### src/rtl/tmds_decoder.sv
`timescale 1ns/1ps
// tmds_decoder
// Receive-side TMDS symbol decoder for one colour channel. Registers each 10-bit
// symbol, classifies it as a control token or a data symbol, recovers the pixel byte
// or the 2-bit control value, and runs a word-alignment FSM (search / slip / locked)
// that pulses bitslip_out until symbol boundaries line up with the blanking tokens.
//
// Ports:
//   clk_in       pixel clock, one symbol per cycle
//   rst_n_in     synchronous active-low reset
//   tmds_in      received symbol {bit9, bit8, q[7:0]}
//   data_out     decoded pixel byte (valid when ve_out=1)
//   control_out  decoded control value (valid when ve_out=0 and locked_out=1)
//   ve_out       1 = data symbol, 0 = control token
//   locked_out   word alignment achieved
//   bitslip_out  one-cycle request to shift the deserializer by one bit
//   err_out      one-cycle running-disparity error pulse
//
// Optional feature: define TMDS_DECODER_DISPARITY_EN to build the running-disparity
// checker; without it err_out is tied low.
module tmds_decoder #(
  parameter int unsigned SEARCH_WINDOW = 2048,
  parameter int unsigned CTRL_RUN      = 8,
  parameter int unsigned SLIP_WAIT     = 16
) (
  input  logic       clk_in,
  input  logic       rst_n_in,
  input  logic [9:0] tmds_in,
  output logic [7:0] data_out,
  output logic [1:0] control_out,
  output logic       ve_out,
  output logic       locked_out,
  output logic       bitslip_out,
  output logic       err_out
);

  localparam int unsigned WinW  = (SEARCH_WINDOW > 1) ? $clog2(SEARCH_WINDOW) : 1;
  localparam int unsigned RunW  = $clog2(CTRL_RUN + 1);
  localparam int unsigned WaitW = (SLIP_WAIT > 1) ? $clog2(SLIP_WAIT) : 1;

  localparam logic [WinW-1:0]  WinLast  = WinW'(SEARCH_WINDOW - 1);
  localparam logic [RunW-1:0]  RunFull  = RunW'(CTRL_RUN);
  localparam logic [WaitW-1:0] WaitLast = WaitW'(SLIP_WAIT - 1);

  typedef enum logic [1:0] {StSearch, StSlip, StLocked} state_e;

  state_e           state_q, state_d;
  logic [9:0]       tmds_q;
  logic [RunW-1:0]  run_q, run_d;
  logic [WinW-1:0]  win_q, win_d;
  logic [WaitW-1:0] wait_q, wait_d;
  logic [7:0]       data_q, data_d;
  logic [1:0]       ctrl_q, ctrl_d;
  logic             ve_q, ve_d;
  logic             locked_q, locked_d;
  logic             slip_q, slip_d;

  logic             is_ctrl;
  logic [1:0]       ctrl_val;
  logic [7:0]       q_bits;
  logic [7:0]       dec;

  // Stage-1 classification against the four control tokens.
  always_comb begin
    is_ctrl  = 1'b1;
    ctrl_val = 2'b00;
    case (tmds_q)
      10'b1101010100: ctrl_val = 2'b00;
      10'b0010101011: ctrl_val = 2'b01;
      10'b0101010100: ctrl_val = 2'b10;
      10'b1010101011: ctrl_val = 2'b11;
      default:        is_ctrl  = 1'b0;
    endcase
  end

  // Undo the optional inversion (bit9), then the XOR/XNOR chain (bit8).
  always_comb begin
    q_bits = tmds_q[9] ? ~tmds_q[7:0] : tmds_q[7:0];
    dec    = 8'h00;
    dec[0] = q_bits[0];
    for (int i = 1; i < 8; i++) begin
      dec[i] = tmds_q[8] ? (q_bits[i] ^ q_bits[i-1]) : ~(q_bits[i] ^ q_bits[i-1]);
    end
  end

  // Alignment FSM next state and stage-2 output next state.
  always_comb begin
    state_d = state_q;
    win_d   = win_q;
    wait_d  = wait_q;
    slip_d  = 1'b0;

    // run_d counts the current symbol too, so lock is declared on the CTRL_RUN-th token.
    if (!is_ctrl) begin
      run_d = '0;
    end else if (run_q == RunFull) begin
      run_d = run_q;
    end else begin
      run_d = run_q + RunW'(1);
    end

    unique case (state_q)
      StSearch: begin
        if (run_d >= RunFull) begin
          state_d = StLocked;
          win_d   = '0;
        end else if (win_q == WinLast) begin
          state_d = StSlip;
          wait_d  = '0;
          slip_d  = 1'b1;
        end else begin
          win_d = win_q + WinW'(1);
        end
      end
      StSlip: begin
        // Tokens seen while the deserializer settles must not count toward lock.
        run_d = '0;
        if (wait_q == WaitLast) begin
          state_d = StSearch;
          win_d   = '0;
        end else begin
          wait_d = wait_q + WaitW'(1);
        end
      end
      StLocked: begin
        if (is_ctrl) begin
          win_d = '0;
        end else if (win_q == WinLast) begin
          state_d = StSearch;
          win_d   = '0;
          run_d   = '0;
        end else begin
          win_d = win_q + WinW'(1);
        end
      end
      default: begin
        state_d = StSearch;
        win_d   = '0;
        run_d   = '0;
      end
    endcase

    // Gate on the next state so outputs and locked_out change in the same cycle.
    locked_d = (state_d == StLocked);
    ve_d     = locked_d & ~is_ctrl;
    data_d   = ve_d ? dec : 8'h00;
    ctrl_d   = (locked_d & is_ctrl) ? ctrl_val : 2'b00;
  end

  always_ff @(posedge clk_in) begin
    if (!rst_n_in) begin
      state_q  <= StSearch;
      tmds_q   <= '0;
      run_q    <= '0;
      win_q    <= '0;
      wait_q   <= '0;
      data_q   <= '0;
      ctrl_q   <= '0;
      ve_q     <= 1'b0;
      locked_q <= 1'b0;
      slip_q   <= 1'b0;
    end else begin
      state_q  <= state_d;
      tmds_q   <= tmds_in;
      run_q    <= run_d;
      win_q    <= win_d;
      wait_q   <= wait_d;
      data_q   <= data_d;
      ctrl_q   <= ctrl_d;
      ve_q     <= ve_d;
      locked_q <= locked_d;
      slip_q   <= slip_d;
    end
  end

  assign data_out    = data_q;
  assign control_out = ctrl_q;
  assign ve_out      = ve_q;
  assign locked_out  = locked_q;
  assign bitslip_out = slip_q;

`ifdef TMDS_DECODER_DISPARITY_EN
  logic signed [6:0] disp_q, disp_d;
  logic signed [6:0] disp_sum, sym_disp;
  logic [3:0]        ones;
  logic              err_q, err_d;

  // Disparity of a 10-bit symbol is ones - zeros = 2*ones - 10.
  always_comb begin
    ones     = 4'($countones(tmds_q));
    sym_disp = $signed({2'b00, ones, 1'b0}) - 7'sd10;
    disp_sum = disp_q + sym_disp;
    disp_d   = '0;
    err_d    = 1'b0;
    if (state_q == StLocked && !is_ctrl) begin
      if (disp_sum > 7'sd16 || disp_sum < -7'sd16) begin
        err_d = locked_d;
      end else begin
        disp_d = disp_sum;
      end
    end
  end

  always_ff @(posedge clk_in) begin
    if (!rst_n_in) begin
      disp_q <= '0;
      err_q  <= 1'b0;
    end else begin
      disp_q <= disp_d;
      err_q  <= err_d;
    end
  end

  assign err_out = err_q;
`else
  assign err_out = 1'b0;
`endif

endmodule

### config.mk
export PLATFORM = sky130hd
export DESIGN_NAME = tmds_decoder
export DESIGN_NICKNAME = d
export VERILOG_FILES = /design/src/rtl/tmds_decoder.sv
export SDC_FILE = /design/constraint.sdc
export NUM_CORES = 1
export LEC_CHECK = 0
export ABC_AREA = 1
export BUFFER_PORTS_ARGS = -buffer_cell sky130_fd_sc_hd__buf_2
export CAP_MARGIN = 10
export CORE_MARGIN = 5
export CORE_UTILIZATION = 40
export DETAILED_ROUTE_END_ITERATION = 10
export HOLD_SLACK_MARGIN = 0.02
export MAX_ROUTING_LAYER = met4
export PLACE_DENSITY = 0.54
export REMOVE_ABC_BUFFERS = 1
export SLEW_MARGIN = 20
export SYNTH_ARGS = -nofsm -noshare
export SYNTH_HDL_FRONTEND = slang
export SYNTH_SLANG_ARGS = --single-unit
### constraint.sdc
create_clock -name clk_in -period 1.6 [get_ports clk_in]
set_input_delay 0.16 -clock clk_in [delete_from_list [all_inputs] [get_ports clk_in]]
set_output_delay 0.16 -clock clk_in [all_outputs]
set_load 0.02 [all_outputs]
==> summary.txt <==
Place
  • GP Congestion: 0.8198
  • Port-buffer cells: 24
  • Placed standard-cell area: 2565 um2
  • Placed instance count: 405
  • HPWL Detailed: 3489 um

GRT
  • First-pass GRT wire length: 7569 um
  • Total GRT Usage: 13.42%
  • Vias in the first global route: 1670
  • Initial antenna violation count: 0
  • Largest net degree at the start of global routing: 22
  • Grt total ovfl: 0

Clocking
  • Sink Count: 44
  • Root buffer cell: clkbuf_8
  • Clk Latency, worst-skew pair: 0.29 ns
  • Clock tree buffer depth: 2
  • Clk pin slew, worst setup/hold paths: 0.08 ns
  • TritonCTS clock tree: built
  • H-tree depth: 2
  • Num CTS Buffers: 5

Layout
  • Final cell count without fillers: 427
  • Share of cells above drive strength 1: 33.80%
  • Syn-to-layout area delta: 33.69%
  • Diodes inserted: 0
  • Nets: 378
  • Finished layout cell area: 2994 um2

Floorplanning
  • Starting Density: 40.92%
  • Core area: 5473 um2
  • Rows: 27
  • Die ar.: 7195 um2
  • Die H: 84.83 um
  • Die W: 84.83 um
  • IO Pins: 26

STA
  • Pins Over Slew Limit: 0
  • Tmin final: 1.585 ns
  • Post-Route Skew: 0.006958 ns
  • Max Clk Rate: 631.0 MHz
  • Final Cycle Share: 99.04%
  • Final Hold Vio Count: 0
  • RSZ-0062 raised after global routing: yes
  • Endpoints failing setup: 0

Critical path
  • CP cell instances: inv_4 -> ha_4 -> nand2_4 -> nor2_4 -> nand2_2 -> nand2_4 -> nand2_8 -> a21oi_4 -> buf_12 -> nor2_4 -> nand2_1 -> nand2_1
  • Worst EP required: 1.79 ns
  • CP max-delay cell: dfxtp_4
  • Worst path arrival time: 1.77 ns
  • CP max FO: 7
  • CP Capture Type: flip-flop
  • Startpoint Class: flip-flop
  • Crit path kind: reg -> reg
  • Slowest Stage Delay on Critical Path: 0.37 ns

Synthesis
  • Post-synthesis compound-gate area fraction: 4.413%
  • Post-synthesis simple-gate area fraction: 33.24%
  • Register bit total from synthesis: 44
  • Post-Synth XOR/XNOR Area: 6.257%
  • Proportion of synthesized area in mux cells: 0%
  • Yosys warnings: 0
  • Post-synth cell types: 32
  • Area share of fa/ha/maj cells after synthesis: 6.704%
  • Main combinational cell family by area after synthesis: simple AND/OR/NAND/NOR gates
  • Synth Cell Area: 2240 um2
  • Seq/Total Area, Yosys: 39.33%
  • Synth Area per Inst: 7.618 um2
  • Syn Inst Count: 294

Route
  • Avg WL per Cell: 10.90 um
  • Vias: 1908
  • WL final: 4654 um
  • Pre-Repair DR Iteration Count: 4
  • Routed vias/inst: 4.468
  • DRT antenna net count: 0
  • # DRC: 0
  • Iter 0 DRT Violations: 65

Status
  • Outcome: finished, final reports clean

Job
  • Maxcap violations: 0

Pwr
  • Static Leakage: 1.436 nW
  • Total power: 0.002157 W
  • Peak VDD IR: 0.3606 mV
  • Power per cell area: 720.5 nW/um2

Worst hold path
  • Hold crit path type: in -> reg
[worst paths after layout]
check / startpoint / end / slack (ns) / cells past startpoint
worst min-delay path: tmds_in[9] / tmds_q[9]$_SDFF_PN0_ / 0.04 / 3
worst min register to register: wait_q[0]$_SDFFE_PN0P_ / wait_q[0]$_SDFFE_PN0P_ / 0.49 / 2
worst max register to register: tmds_q[7]$_SDFF_PN0_ / win_q[0]$_SDFFE_PN0P_ / 0.02 / 12
worst max-delay path: tmds_q[7]$_SDFF_PN0_ / win_q[0]$_SDFFE_PN0P_ / 0.02 / 12
[power by group]
| group | leakage (nW) | switching [W] | internal (W) |
|---|---|---|---|
| Combinational | 1.02 | 0.0000916 | 0.0000936 |
| Sequential | 0.362 | 0.0000252 | 0.00111 |
| Clock | 0.0552 | 0.000369 | 0.000463 |
| Total | 1.44 | 0.000486 | 0.00167 |
[placed cells by master, fill, tap and decap left out, types with 3 or more instances in the layout]
| cell type | instances |
|---|---|
| ha_1 | 4 |
| dfxtp_2 | 8 |
| ha_2 | 3 |
| dfxtp_1 | 33 |
| nand3_1 | 21 |
| inv_2 | 6 |
| nand2_2 | 4 |
| buf_2 | 24 |
| nor2_1 | 36 |
| nand4_1 | 8 |
| a21oi_2 | 3 |
| o21ai_0 | 3 |
| inv_1 | 39 |
| xnor2_1 | 7 |
| clkbuf_8 | 5 |
| ha_4 | 5 |
| xor2_1 | 9 |
| a21oi_1 | 5 |
| buf_4 | 29 |
| nand2_8 | 3 |
| nand2_4 | 6 |
| nand2_1 | 60 |
| nor2_4 | 6 |
| dfxtp_4 | 3 |
[cell usage after synthesis]
cell type   n  area (um2)
nand2_1    63       236.5
inv_1      45       168.9
dfxtp_1    44       880.8
nor2_1     38       142.6
nand3_1    23       115.1
ha_1       12       150.1
xor2_1      9       78.83
a21oi_1     8       40.04
nand4_1     8       50.05
xnor2_1     7       61.31
nand2_4     5       56.30
nand2_2     4       25.02
nor2_4      4       45.04
o21ai_0     4       20.02
clkinv_1    2       7.510
nor3_1      2       10.01
a21oi_4     1       16.27
buf_2       1       5.000
buf_4       1       7.510
buf_6       1       11.26
clkbuf_1    1       3.750
clkinv_2    1       5.000
conb_1      1       3.750
inv_2       1       3.750
inv_6       1       8.760
nand2_8     1       20.02
nand3_4     1       17.52
nor2_2      1       6.260
nor2_8      1       20.02
o21bai_1    1       7.510
o22ai_1     1       6.260
o31a_1      1       8.760
[repair_timing]
item | 4_1_cts | 5_1_grt
endpoints found under the setup margin | 12 | 19
setup buffers | 1 | 12
pin swaps | 1 | 19
resized for setup | 3 | 50
cloned | 0 | 1
hold buffers | 0 | 0
[layer usage]
layer  global-route usage, %  vias to the layer above  part of all wire (%)
li1                        -                     1027                     -
met4                   4.748                        0                   1.9
met5                       -                        -                     0
met2                   19.86                       40                    47
met1                   17.78                      832                    46
met3                   3.398                        9                   5.2
[final cells by class]
| cell class | instances | area [um2] |
|---|---|---|
| clock buffer | 6 | 72.57 |
| timing repair buffer | 57 | 414.1 |
| multi-input combinational | 196 | 1284 |
| clock inverter | 2 | 35.03 |
| fill | 505 | 2479 |
| tap | 72 | 90.09 |
| sequential | 44 | 902.1 |
| inverter | 50 | 196.4 |
[kinds of logic after synthesis]
| family | after synthesis |
|---|---|
| simple gates | 151 |
| flops | 44 |
| compound gates | 16 |
| fa+ha+maj | 12 |
| other cells | 1 |
| buf+inv | 54 |
| xor+xnor | 16 |
[sequential cells by signal, summed over array words and instances, names as in the netlist]
signal	count
win_q	11
tmds_q	10
data_out	8
run_q	4
wait_q	4
control_out	2
state_q	2
bitslip_out	1
locked_out	1
ve_out	1
[metrics by stage]
step                      util [%]  setup slack (ns)  setup TNS (ns)  hold WS [ns]
final                        54.71           0.01534               0       0.04255
after CTS                    49.25          0.006628               0       0.03130
after floorplan                  -            0.1206               0        0.2535
after global placement       46.87          -0.05494         -0.2726        0.3398
after global routing         54.71           -0.1036         -0.9012       0.03961
after detailed placement     46.87          -0.06724         -0.4924        0.3444
[critical path: cells and delay by family, from the launching register on]
family	cells	cell delay (ns)
buf+inv	2	0.20
fa+ha+maj	1	0.14
compound gates	1	0.23
flops	1	0.37
simple gates	8	0.56
(Power assumes the default switching activity.)
